**config.mk**
```make
export PLATFORM = sky130hd
export DESIGN_NAME = alu_exec_unit
export DESIGN_NICKNAME = d
export VERILOG_FILES = /design/src/rtl/alu_exec_unit.sv
export SDC_FILE = /design/constraint.sdc
export NUM_CORES = 1
export LEC_CHECK = 0
export ABC_AREA = 1
export CAP_MARGIN = 20
export CELL_PAD_IN_SITES_DETAIL_PLACEMENT = 1
export CELL_PAD_IN_SITES_GLOBAL_PLACEMENT = 2
export CORE_MARGIN = 10
export CORE_UTILIZATION = 24
export DETAILED_ROUTE_END_ITERATION = 6
export PLACE_DENSITY_LB_ADDON = 0.2
export SYNTH_ARGS = -nofsm -noshare
export SYNTH_HDL_FRONTEND = slang
export SYNTH_SLANG_ARGS = --single-unit
```
**constraint.sdc**
```tcl
create_clock -name clk -period 6.5 [get_ports clk]
set_input_delay 1.95 -clock clk [delete_from_list [all_inputs] [get_ports clk]]
set_output_delay 1.95 -clock clk [all_outputs]
set_load 0.005 [all_outputs]
```
**src/rtl/alu_exec_unit.sv**
```systemverilog
// Execute-stage arithmetic block: secondary ALU decoder, ALU with zero flag,
// branch-target adder, and a stallable EX/MEM copy of the ALU result.
module alu_exec_unit #(
  parameter int WIDTH = 32
) (
  input  logic             clk,
  input  logic             reset,
  input  logic             stall,
  input  logic [3:0]       alu_ctrl_in,
  input  logic [5:0]       funct,
  input  logic [WIDTH-1:0] src_a,
  input  logic [WIDTH-1:0] src_b,
  input  logic [WIDTH-1:0] pc_plus4,
  input  logic [WIDTH-1:0] sign_imm,
  output logic [3:0]       alu_ctrl_final,
  output logic             multiply,
  output logic             mfhi,
  output logic             mflo,
  output logic [WIDTH-1:0] alu_out,
  output logic             zero,
  output logic [WIDTH-1:0] branch_target,
  output logic [WIDTH-1:0] alu_out_q,
  output logic             zero_q
);

  typedef enum logic [3:0] {
    OP_AND  = 4'b0000,
    OP_OR   = 4'b0001,
    OP_ADD  = 4'b0010,
    OP_XOR  = 4'b0011,
    OP_SUB  = 4'b0110,
    OP_SLT  = 4'b0111,
    OP_SLTU = 4'b1000,
    OP_SLL  = 4'b1001,
    OP_SRL  = 4'b1010,
    OP_SRA  = 4'b1011,
    OP_NOR  = 4'b1100,
    OP_LUI  = 4'b1101,
    OP_RTYPE = 4'b1111
  } aluOp_e;

  logic [4:0] shamt;
  logic       ltSigned;
  logic       ltUnsigned;

  always_comb begin
    alu_ctrl_final = alu_ctrl_in;
    multiply       = 1'b0;
    mfhi           = 1'b0;
    mflo           = 1'b0;
    if (alu_ctrl_in == OP_RTYPE) begin
      alu_ctrl_final = OP_ADD;
      unique case (funct)
        6'h20, 6'h21: alu_ctrl_final = OP_ADD;
        6'h22, 6'h23: alu_ctrl_final = OP_SUB;
        6'h24:        alu_ctrl_final = OP_AND;
        6'h25:        alu_ctrl_final = OP_OR;
        6'h26:        alu_ctrl_final = OP_XOR;
        6'h27:        alu_ctrl_final = OP_NOR;
        6'h2A:        alu_ctrl_final = OP_SLT;
        6'h2B:        alu_ctrl_final = OP_SLTU;
        6'h00:        alu_ctrl_final = OP_SLL;
        6'h02:        alu_ctrl_final = OP_SRL;
        6'h03:        alu_ctrl_final = OP_SRA;
        6'h18:        multiply = 1'b1;
        6'h10:        mfhi     = 1'b1;
        6'h12:        mflo     = 1'b1;
        default:      alu_ctrl_final = OP_ADD;
      endcase
    end
  end

  // Shift amount arrives on src_a: the datapath muxes shamt there.
  assign shamt      = src_a[4:0];
  assign ltSigned   = $signed(src_a) < $signed(src_b);
  assign ltUnsigned = src_a < src_b;

  always_comb begin
    alu_out = '0;
    case (alu_ctrl_final)
      OP_AND:  alu_out = src_a & src_b;
      OP_OR:   alu_out = src_a | src_b;
      OP_ADD:  alu_out = src_a + src_b;
      OP_XOR:  alu_out = src_a ^ src_b;
      OP_SUB:  alu_out = src_a - src_b;
      OP_SLT:  alu_out = {{(WIDTH-1){1'b0}}, ltSigned};
      OP_SLTU: alu_out = {{(WIDTH-1){1'b0}}, ltUnsigned};
      OP_SLL:  alu_out = src_b << shamt;
      OP_SRL:  alu_out = src_b >> shamt;
      OP_SRA:  alu_out = $signed(src_b) >>> shamt;
      OP_NOR:  alu_out = ~(src_a | src_b);
      OP_LUI:  alu_out = src_b << 16;
      default: alu_out = '0;
    endcase
  end

  assign zero          = (alu_out == '0);
  assign branch_target = pc_plus4 + (sign_imm << 2);

  always_ff @(posedge clk) begin
    if (reset) begin
      alu_out_q <= '0;
      zero_q    <= 1'b1;
    end else if (!stall) begin
      alu_out_q <= alu_out;
      zero_q    <= zero;
    end
  end

endmodule

```
==> results_dict.tcl, run 1 <==
set metrics [dict create \
    place_area_mm2 0.0231 \
    dp.cells 4592 \
    critPathLaunch "src_b[11]" \
    totalNegativeSetupSlack_ns -0.335 \
    finalSetupViolations 4 \
    final_cells 4757 \
    gr-usage-met2_pct 48.3 \
    grt_pass1_wl_mm 158 \
    antenna_found_initial 3 \
    grt_max_degree 70 \
    crit_arrival_ns 4.85 \
    fp-row-count 90 \
    routed_wl_mm 112 \
    tritoncts "done" \
    min_path_type "reg2reg" \
    clk_path_buf_depth 2 \
    root_buffer "clkbuf_16" \
    fp.dieH_um 267 \
    num_vias 24100 \
    violations "setup timing" \
    p_leak_nw 15.0 \
    synthToLayoutAreaGrowth_pct 92.8 \
    setup_ws_ns -0.297 \
    die_width_um 267 \
    ys_top_cells_by_count "nand2_1, inv_1, nor2_1" \
    path_clk_slew_ns 0.06 \
    synth-simple-area-share_pct 54.3 \
    wire_per_inst_um 23.6 \
    die_area_mm2 0.0713 \
    rsz0062_at_grt "true" \
    required_ns 4.55 \
    clock.fmax_ghz 0.147 \
    synthAdderAreaFrac_pct 11.3 \
    drt_iter0_markers 1802 \
    ys.flop_type "dfxtp_1" \
    netlist-cell-type-count 44 \
    use_met1_pct 38.8 \
    layout.nets 4242 \
    critPathLaunchType "primary input" \
    vias_per_cell 5.06 \
    fin_area_mm2 0.0282 \
    synth-edff-count 0 \
    maxSlewViolCount 0 \
    syn_area_mm2 0.0146 \
    syn-num-nets 3262 \
    fin_worst_hold_slack_ns 0.466 \
    io_pins 246 \
    r2r_start "alu_out_q[22]$_SDFFE_PP0N_" \
    end_kind "output pin" \
    route.detailed.drc 0 \
    gr-usage-all-layers_pct 29.4 \
    grt_overflow 0 \
    synth.ff_latch_count 33 \
    ff2ff_path_depth 2 \
    drive_above_1_share_pct 42.4 \
    skew_ns 0 \
    vdd_drop_max_v 0.0000821 \
    synth_top_cell_by_area "nand2_1" \
    grt_pass1_vias 24500 \
    synth_top_family_by_area "simple AND/OR/NAND/NOR gates" \
    reg2reg_slack_ns 5.77 \
    fin_crit_ns 6.80 \
    first_pass_iters 7 \
    async_reset_ff_share_pct 0 \
    drtAntennaViolNets 0 \
    powerDensity_mw_per_mm2 113 \
    syn_area_per_cell_um2 4.90 \
    hold_viol 0 \
    numPortBuffers 239 \
    numClockSinks 33 \
    busiest_layer "met2" \
    clk_latency_ns 0.27 \
    yosys.area_share.xor_xnor_pct 3.29 \
    post-route-period-util_pct 105 \
    synth_mux_area_share_pct 0 \
    cts_buffers 5 \
    power.total_mw 3.18 \
    syn_inst 2991 \
    hpwl_mm 91.1 \
    yosysMostFrequentCell "nand2_1" \
    gp_congestion 1.02 \
    synth_compound_area_share_pct 11.2 \
    initial_utilization_pct 24.3 \
    ys_seq_area_share_pct 4.51 \
    worst_pin_slew_ns 0.996 \
    outcome "finished with violations" \
    ys_warn_count 0 \
    yosysTopAreaCellShare_pct 26.1 \
    ctsHtreeMaxLevel 2 \
    synth_top_cells_by_area "nand2_1, nand3_1, inv_1, ha_1, nor2_1" \
    worstReg2RegEnd "alu_out_q[22]$_SDFFE_PP0N_" \
    core_mm2 0.0604 \
    cap_violations 0 \
    fillCellCount 8026 \
    endpoint "zero" \
    grt.met3_usage_pct 3.01 \
    critPathKind "in2out" \
    cp_max_fo 3 \
    relSlewSlack_pct 33.5 \
]
where the power goes:
part	internal [mW]	switching (mW)
Combinational	1.22	1.51
Clock	0.140	0.0875
Sequential	0.219	0.00881
Total	1.58	1.60
per-layer routing:
metal | part of all wire (%) | vias to the layer above
met5 | 0.012 | -
met4 | 5.0 | 2
li1 | - | 11400
met2 | 46 | 789
met1 | 43 | 11700
met3 | 5.7 | 210
cell usage in the layout (no fill, tap or decap), drive strengths merged:
cell type      synthesis  layout
nor2                 402     403
and2                   9       9
or2                    2       2
o21ai                104     104
inv                  443     445
nand2               1027    1027
dfxtp                 33      33
a221oi                 1       1
ha                   127     127
xor2                  41      41
o211ai                36      36
a2111oi                1       1
a21oi                119     119
nor3                  23      23
o2111ai                1       1
a21boi                 2       2
dlymetal6s2s           0      14
clkinv                 4       3
clkdlybuf4s15          0      18
nand3                369     369
diode                  0       3
xnor2                 14      14
fa                     3       3
nor4                   3       3
a31oi                  9       9
a21o                   2       2
clkinvlp               0       2
dlygate4sd2            0      28
o21a                   3       3
clkdlybuf4s50          0     107
buf                   59     912
nand3b                 3       3
nand4                 62      62
o21bai                13      13
clkbuf                74      31
and3                   2       2
layout make-up:
cell class | instances | area [um2] | area share [%]
inverter | 447 | 1750 | 6.20
timing repair buffer | 1105 | 9620 | 34.1
sequential | 33 | 661 | 2.34
clock buffer | 5 | 125 | 0.443
clock inverter | 3 | 17.5 | 0.0620
tap | 782 | 978 | 3.46
antenna | 3 | 7.51 | 0.0266
multi-input combinational | 2379 | 15100 | 53.4
worst min path at each step:
stage | start | to | slack, ns | cells past startpoint
after floorplan | zero_q$_SDFFE_PP1N_ | zero_q$_SDFFE_PP1N_ | 0.46 | 2
after global placement | zero_q$_SDFFE_PP1N_ | zero_q$_SDFFE_PP1N_ | 0.45 | 2
after detailed placement | zero_q$_SDFFE_PP1N_ | zero_q$_SDFFE_PP1N_ | 0.46 | 2
after CTS | zero_q$_SDFFE_PP1N_ | zero_q$_SDFFE_PP1N_ | 0.47 | 2
after global routing | alu_out_q[5]$_SDFFE_PP0N_ | alu_out_q[5]$_SDFFE_PP0N_ | 0.51 | 2
final | zero_q$_SDFFE_PP1N_ | zero_q$_SDFFE_PP1N_ | 0.47 | 2
sequential cells by signal, summed over array words and instances (netlist names):
register / cells
alu_out_q: 32
zero_q: 1
cell families after synthesis:
kind of cell	Yosys count
adder cells (fa/ha/maj)	130
flip-flops	33
XOR/XNOR	55
AND/OR/NAND/NOR	1902
AO/OA/AOI/OAI	291
buffers and inverters	580
stage by stage:
| stage | setup slack (ns) | util, % |
|---|---|---|
| 6_report | -0.297 | 46.8 |
| 5_1_grt | -0.396 | 46.8 |
| 4_1_cts | -0.266 | 44.1 |
| 3_5_place_dp | -1.90 | 38.3 |
| 3_3_place_gp | -1.84 | 38.3 |
| 2_1_floorplan | 0.00918 | - |
worst max-delay path: stages:
cell and delay, ns:
buf_6 0.10, buf_12 0.14, inv_6 0.06, ha_4 0.21, buf_6 0.12, buf_4 0.13
nand2_1 0.10, nand2_2 0.10, o21bai_4 0.20, nand2_2 0.07, nand2_2 0.07, inv_1 0.07
nand2_2 0.06, or2_4 0.22, nand3_2 0.07, nand4_1 0.18, nor2_2 0.20, nand2_1 0.09
nor2_2 0.12, nand2_2 0.08, nor2_4 0.19, and2_4 0.18, buf_6 0.10
what timing repair did:
| action | 4_1_cts | 5_1_grt |
|---|---|---|
| pin swaps | 238 | 248 |
| hold buffers | 0 | 0 |
| setup endpoints to repair | 51 | 50 |
| resized for setup | 1025 | 478 |
| setup buffers | 99 | 65 |
| gates cloned | 3 | 0 |
Power figures use the tool's default switching activity.
==> run 2: changes to the inputs <==
CTS_CLUSTER_DIAMETER = 50   (was unset)
==> results of run 2 <==
No change in the layout: final DEF, timing and power equal those of run 1.
